### src/rtl/paint_scheduler.sv
// paint_scheduler: owns the box painter port and time-shares it between the
// board clear sweep, atomic piece moves (erase then draw) and single-cell
// repaints. Converts cell coordinates to pixel origins, one box in flight.
module paint_scheduler #(
  parameter int unsigned COLS           = 10,
  parameter int unsigned ROWS           = 20,
  parameter logic [8:0]  BG_COLOR       = 9'h000,
  parameter bit          CLEAR_ON_RESET = 1'b1,
  parameter logic [15:0] DONE_TIMEOUT   = 16'hFFFF
) (
  input  logic       CLOCK_50,
  input  logic       reset,
  input  logic       clr_req,
  input  logic       mv_req,
  input  logic [3:0] mv_old_x,
  input  logic [4:0] mv_old_y,
  input  logic [3:0] mv_new_x,
  input  logic [4:0] mv_new_y,
  input  logic [8:0] mv_color,
  output logic       mv_ack,
  input  logic       cell_req,
  input  logic [3:0] cell_x,
  input  logic [4:0] cell_y,
  input  logic [8:0] cell_color,
  output logic       cell_ack,
  output logic       err,
  output logic       clearing,
  output logic       kick,
  output logic [9:0] x0,
  output logic [8:0] y0,
  output logic [8:0] paint_color,
  input  logic       pnt_done,
  input  logic       pnt_busy
);

  localparam logic [3:0] X_LAST = 4'(COLS - 1);
  localparam logic [4:0] Y_LAST = 5'(ROWS - 1);

  typedef enum logic [3:0] {
    IDLE, CLR_ISSUE, CLR_WAIT, ER_ISSUE, ER_WAIT,
    DR_ISSUE, DR_WAIT, CL_ISSUE, CL_WAIT
  } state_t;

  state_t      state_q;
  logic        clr_pending_q;
  logic        clr_restart_q;
  logic [3:0]  cx_q;
  logic [4:0]  cy_q;
  logic [15:0] tmo_q;

  // Pixel origin of a cell: x*64 and y*24 (y*16 + y*8).
  function automatic logic [9:0] px(input logic [3:0] x);
    return {x, 6'b000000};
  endfunction

  function automatic logic [8:0] py(input logic [4:0] y);
    return {y, 4'b0000} + 9'({y, 3'b000});
  endfunction

  // Handshake and range helpers shared by every state.
  logic issue_ok_c, tmo_hit_c, box_end_c, mv_bad_c, cell_bad_c;
  assign issue_ok_c = !pnt_busy && !kick;
  assign tmo_hit_c  = (tmo_q == DONE_TIMEOUT - 16'd1);
  assign box_end_c  = pnt_done || tmo_hit_c;
  assign mv_bad_c   = (mv_old_x > X_LAST) || (mv_old_y > Y_LAST) ||
                      (mv_new_x > X_LAST) || (mv_new_y > Y_LAST);
  assign cell_bad_c = (cell_x > X_LAST) || (cell_y > Y_LAST);

  // Scheduler FSM with registered painter interface and acks.
  always_ff @(posedge CLOCK_50) begin
    if (reset) begin
      state_q       <= IDLE;
      clr_pending_q <= CLEAR_ON_RESET;
      clearing      <= CLEAR_ON_RESET;
      clr_restart_q <= 1'b0;
      cx_q          <= 4'd0;
      cy_q          <= 5'd0;
      tmo_q         <= 16'd0;
      kick          <= 1'b0;
      mv_ack        <= 1'b0;
      cell_ack      <= 1'b0;
      err           <= 1'b0;
      x0            <= 10'd0;
      y0            <= 9'd0;
      paint_color   <= 9'd0;
    end else begin
      kick     <= 1'b0;
      mv_ack   <= 1'b0;
      cell_ack <= 1'b0;
      err      <= 1'b0;

      if (clr_req) begin
        clr_pending_q <= 1'b1;
        clearing      <= 1'b1;
        if (state_q == CLR_ISSUE || state_q == CLR_WAIT) clr_restart_q <= 1'b1;
      end

      if (state_q == CLR_WAIT || state_q == ER_WAIT ||
          state_q == DR_WAIT  || state_q == CL_WAIT) begin
        if (box_end_c) err <= !pnt_done;
        else           tmo_q <= tmo_q + 16'd1;
      end

      case (state_q)
        IDLE: begin
          // A requester is not re-granted on its own ack cycle.
          if (clr_pending_q || clr_req) begin
            state_q       <= CLR_ISSUE;
            clr_restart_q <= 1'b0;
            cx_q          <= 4'd0;
            cy_q          <= 5'd0;
          end else if (mv_req && !mv_ack) begin
            if (mv_bad_c) begin
              mv_ack <= 1'b1;
              err    <= 1'b1;
            end else begin
              state_q <= ER_ISSUE;
            end
          end else if (cell_req && !cell_ack) begin
            if (cell_bad_c) begin
              cell_ack <= 1'b1;
              err      <= 1'b1;
            end else begin
              state_q <= CL_ISSUE;
            end
          end
        end
        CLR_ISSUE: if (issue_ok_c) begin
          x0 <= px(cx_q); y0 <= py(cy_q); paint_color <= BG_COLOR;
          kick <= 1'b1; tmo_q <= 16'd0; state_q <= CLR_WAIT;
        end
        CLR_WAIT: if (box_end_c) begin
          state_q <= CLR_ISSUE;
          if (clr_restart_q || clr_req) begin
            cx_q          <= 4'd0;
            cy_q          <= 5'd0;
            clr_restart_q <= 1'b0;
          end else if (cx_q == X_LAST) begin
            cx_q <= 4'd0;
            if (cy_q == Y_LAST) begin
              cy_q          <= 5'd0;
              clr_pending_q <= 1'b0;
              clearing      <= 1'b0;
              state_q       <= IDLE;
            end else begin
              cy_q <= cy_q + 5'd1;
            end
          end else begin
            cx_q <= cx_q + 4'd1;
          end
        end
        ER_ISSUE: if (issue_ok_c) begin
          x0 <= px(mv_old_x); y0 <= py(mv_old_y); paint_color <= BG_COLOR;
          kick <= 1'b1; tmo_q <= 16'd0; state_q <= ER_WAIT;
        end
        ER_WAIT: if (box_end_c) state_q <= DR_ISSUE;
        DR_ISSUE: if (issue_ok_c) begin
          x0 <= px(mv_new_x); y0 <= py(mv_new_y); paint_color <= mv_color;
          kick <= 1'b1; tmo_q <= 16'd0; state_q <= DR_WAIT;
        end
        DR_WAIT: if (box_end_c) begin
          mv_ack  <= 1'b1;
          state_q <= IDLE;
        end
        CL_ISSUE: if (issue_ok_c) begin
          x0 <= px(cell_x); y0 <= py(cell_y); paint_color <= cell_color;
          kick <= 1'b1; tmo_q <= 16'd0; state_q <= CL_WAIT;
        end
        CL_WAIT: if (box_end_c) begin
          cell_ack <= 1'b1;
          state_q  <= IDLE;
        end
        default: state_q <= IDLE;
      endcase
    end
  end

endmodule
### config.mk
export PLATFORM = sky130hd
export DESIGN_NAME = paint_scheduler
export DESIGN_NICKNAME = d
export VERILOG_FILES = /design/src/rtl/paint_scheduler.sv
export SDC_FILE = /design/constraint.sdc
export NUM_CORES = 1
export LEC_CHECK = 0
export CAP_MARGIN = 20
export CORE_MARGIN = 1
export CORE_UTILIZATION = 51
export CTS_CLUSTER_DIAMETER = 150
export CTS_CLUSTER_SIZE = 30
export DETAILED_ROUTE_END_ITERATION = 12
export PLACE_DENSITY = 0.93
export SLEW_MARGIN = 40
export SYNTH_ARGS = -nofsm -noshare
export SYNTH_HDL_FRONTEND = slang
export SYNTH_SLANG_ARGS = --single-unit
### constraint.sdc
create_clock -name CLOCK_50 -period 3.16 [get_ports CLOCK_50]
set_clock_uncertainty 0.05 [all_clocks]
set_input_delay 0.632 -clock CLOCK_50 [delete_from_list [all_inputs] [get_ports CLOCK_50]]
set_output_delay 0.632 -clock CLOCK_50 [all_outputs]
set_load 0.005 [all_outputs]
-- Word level (Yosys, flattened, before mapping)
Cells that the tools add are included.
- input bits: 52
- output and inout port bits: 33
- logic and storage cells: 166
- register bits: 64
- mux-type cells: 82
- eq/ne operators: 24
- bitwise operators: 1
- $add $sub $neg: 7
- order comparisons: 6
- reduce and logical (&&, ||, !) cells: 32
- operators with widths (kind ; count):
    $mux 16 ; 4
    $mux 4 ; 16
    $mux 9 ; 7
    $mux 10 ; 4
    $pmux 10 s4 ; 1
    $mux 1 ; 37
    $add 9x8->9 ; 4
    $pmux 9 s4 ; 1
    $pmux 4 s8 ; 1
    $pmux 9 s3 ; 1
    $mux 5 ; 5
    $add 16x1->16 const B ; 1
    $eq 16x16->1 const B ; 1
    $eq 4x3->1 const B ; 4
    $gt 5x5->1 const B ; 3
    $ne 2x2->1 const B ; 7
    $gt 4x4->1 const B ; 3
    $ne 4x4->1 const B ; 3
    $logic_or 1x1->1 ; 11
    $pmux 5 s2 ; 1
    $reduce_and 10->1 ; 1
    $eq 4x2->1 const B ; 2
    $eq 4x4->1 const B ; 2
    $pmux 4 s2 ; 1
    other kinds (19) ; 31

-- Depth between registers and ports, before layout
- depth after elaboration: 10
- gate-level depth with buffers: 9
- mapped depth without buffers: 9

-- Worst setup path after synthesis
OpenSTA, ideal clock, no wires.
- path kind: input-to-reg
- start point: input port mv_new_y[3]
- end point: register state_q[1]
- required time: 3.040 ns
- stages: 8
- slack: 0.848 ns
- data arrival time: 2.191 ns
- setup time: 0.070 ns
- buffers on the path: 0
- cell sequence: inv_1 > ha_1 > a21oi_1 > a32oi_1 > o311ai_1 > nand4_1 > or3_1 > a21oi_1
- word-level cells in the longest chain between the ends: 4
- RTL lines (item ; RTL line ; source):
    start: declaration ; 18 ; input logic [4:0] mv_new_y,
    $gt 5x5->1 ; 66 ; (mv_new_x > X_LAST) || (mv_new_y > Y_LAST);
    $logic_or 1x1->1 ; 66 ;
    $ne 4x4->1 (no line) ; - ;
    $reduce_and 10->1 (no line) ; - ;
    end signal: assignment ; 72 ; state_q <= IDLE;
    end signal: assignment ; 108 ; state_q <= CLR_ISSUE;
    end signal: assignment ; 117 ; state_q <= ER_ISSUE;
    end: declaration ; 44 ; state_t state_q;
Every way passes these cells.
A chain may end at the register's enable or synchronous reset.

-- Worst setup path after layout
Same ends and word-level chain as after synthesis.

==> out/results.txt <==
GRT Util Overall: 0.271
CP bufs+invs: 2
root buffer cell: clkbuf_8
power per cell area: 359 nW/um^2
Mapped Cells: 446
worst-skew pair later-pin latency: 0.32 ns
# resized after CTS: 0
Mapped Area: 3690 um^2
hold buffers post-CTS: 0
final worst setup slack: 0.433 ns
half-perimeter wire length after placement: 7500 um
top cells by count, synth: dfxtp_1, nor2_1, a21oi_1, ha_1, inv_1
type of the worst min-delay path: flip-flop to flip-flop
Initial Util: 0.535
Nets: 601
CTS H-tree lvls: 2
GRT Residual Overflow: 0
DRC viols: 0
Max Cap Violations: 0
area post-placement: 4500 um^2
Num CTS Buffers: 5
crit end category: flip-flop
CTS tree: yes
Crit path max-delay family: compound AO/OA/AOI/OAI gates
Buffers on Ports: 75
FP Rows: 30
Synth Warn #: 0
DR iter-0 viols: 204
Wirelength per Cell: 15.8 um
diode count: 0
first-pass GRT wire length: 16100 um
most frequent cell after synthesis: dfxtp_1
setup total negative slack: 0 ns
register bit total from synthesis: 55
share of post-route cells with drive strength above 1: 0.0736
Chip Height: 87.1 um
Non-Filler Instances: 612
top cell type's share of synthesized area: 0.298
async set-or-reset flop fraction in the synthesized netlist: 0
status: completed
startpoint types: input pin
vias per std cell: 5.89
RSZ-0062 raised after global routing: no
die area: 7590 um^2
Required @ worst endpoint: 3.37 ns
setup bufs post-CTS: 0
core area: 6910 um^2
Critical Path AT: 2.93 ns
kind of critical path: input pin to flip-flop
area leader, netlist: dfxtp_1
Die Wd: 87.1 um
Layout Area Growth over Synthesis: 24.4%
post-synthesis sequential area ratio: 0.298
number of global-route vias before repair: 3564
critical path's slowest cell: clkdlybuf4s50_1
Yosys cell types: 54
Max transition margin: 0.572
final setup vio count: 0
CTS clock-pin slew for the worst setup and hold paths: 0.11 ns
I/O pin total: 85
post-route cell area: 4590 um^2
leak pwr: 1.72 nW
Post-DRT Antenna Nets: 0
initial antenna violation count: 0
Vias: 3606
pin count of the biggest net entering global routing: 27
leading post-synthesis cells by cell area: dfxtp_1, ha_1, a21oi_1, nor2_1, mux2_2
Routability Congestion: 0.854
Worst path max stage delay: 0.50 ns
Most Frequent Cell on Critical Path: a21oi_1
VDD IR-drop max: 0.225 mV
EDFF count, synth: 0
sequence of cells on the critical path: clkdlybuf4s50_1 -> inv_1 -> ha_1 -> a21oi_1 -> a32oi_1 -> o311ai_1 -> nand4_1 -> or3_1 -> a21oi_1
Final Max Tran Viols: 0
final count of hold timing violations: 0
routed wire length: 9650 um
maximum clock rate: 0.367 GHz
DR pass1 iterations: 5
CTS Sinks: 55
dpl cells: 604
Period minus WS final: 2.73 ns
CTS Buffer Depth: 2
top_reg_cell synth: dfxtp_1
syn_area_per_cell: 8.28 um^2
Crit Path Max Fanout: 4
pre-CTS setup slack: 0.118 ns
Worst Max-Slew Pin Slew: 0.637 ns
period utilisation layout: 0.863
-- state kept, by name, indices dropped and copies added, names as in the netlist, 4 cells and up --
signal	flops
x0	4
tmo_q	16
cx_q	4
y0	6
cy_q	5
paint_color	9
state_q	4
-- worst register-to-register path, stage by stage, from the launching register on --
cell and delay, ns:
dfxtp_1 0.44, ha_1 0.30, inv_1 0.10, fa_1 0.40
nor2b_1 0.13, o21a_1 0.14, nor3_1 0.04, or3_1 0.34
a31o_2 0.21, a311oi_1 0.24
-- through the flow --
step	hold WS [ns]	power, mW	util
floorplan	0.398	1.08	-
global placement	0.393	1.22	0.652
detailed placement	0.404	1.25	0.652
CTS	0.423	1.65	0.665
global route	0.449	1.73	0.665
finish	0.417	1.65	0.665
-- layer usage --
metal  vias up  global-route usage  wire length [um]
li1       1720                   -                 -
met5         -                   0                 0
met3        31              0.0626               753
met4         0              0.0954               271
met1      1687               0.301              3760
met2       168               0.503              4870
-- power by group --
part | switching [mW] | leakage, nW | internal, mW | total, mW
Combinational | 0.260 | 1.23 | 0.225 | 0.484
Clock | 0.249 | 0.0408 | 0.159 | 0.408
Sequential | 0.0371 | 0.445 | 0.720 | 0.758
-- final timing paths --
path | startpoint | end | slack [ns] | cells after the start
max | mv_new_y[3] | state_q[1] | 0.43 | 9
min | y0[6] | y0[6] | 0.42 | 2
max reg2reg | cy_q[0] | y0[8] | 0.69 | 9
min reg2reg | y0[6] | y0[6] | 0.42 | 2
-- placed cells by master (no fill, tap or decap), types with 3 or more instances in the layout --
| master | n |
|---|---|
| nor2_1 | 49 |
| conb_1 | 9 |
| inv_1 | 26 |
| mux2_2 | 14 |
| and4_1 | 4 |
| buf_4 | 9 |
| a32oi_1 | 3 |
| nand3_1 | 15 |
| a221oi_1 | 7 |
| o21bai_1 | 10 |
| or3_1 | 13 |
| xnor2_1 | 10 |
| nand2_1 | 19 |
| clkbuf_8 | 5 |
| o21a_1 | 4 |
| o21ai_0 | 20 |
| or4_1 | 3 |
| a22oi_1 | 9 |
| nor3_1 | 13 |
| nand2b_1 | 5 |
| a22o_1 | 5 |
| nor2b_1 | 5 |
| and3_1 | 5 |
| a21oi_1 | 41 |
| nand4_1 | 5 |
| fa_1 | 4 |
| xor2_1 | 9 |
| clkdlybuf4s50_1 | 75 |
| ha_1 | 30 |
| dfxtp_1 | 55 |
| mux2i_1 | 3 |
-- cells by family (layout without fill, tap and decap cells) --
kind of cell / Yosys count / count (layout) / share of synthesized area
AND/OR/NAND/NOR: 148 / 148 / 0.211
XOR/XNOR: 19 / 19 / 0.0451
other: 1 / 9 / 0.00102
adder cells (fa/ha/maj): 34 / 34 / 0.123
AO/OA/AOI/OAI: 116 / 116 / 0.201
flip-flops: 55 / 55 / 0.298
buffers and inverters: 56 / 118 / 0.0701
multiplexers: 17 / 17 / 0.0508
-- area by class of cell --
type	instances	area, um^2
Clock buffer	5	68.8
Clock inverter	3	23.8
Fill cell	577	2310
Inverter	26	97.6
Multi-Input combinational cell	343	2360
Sequential cell	55	1100
Tap cell	96	120
Timing Repair Buffer	84	818
(Power assumes the default switching activity.)
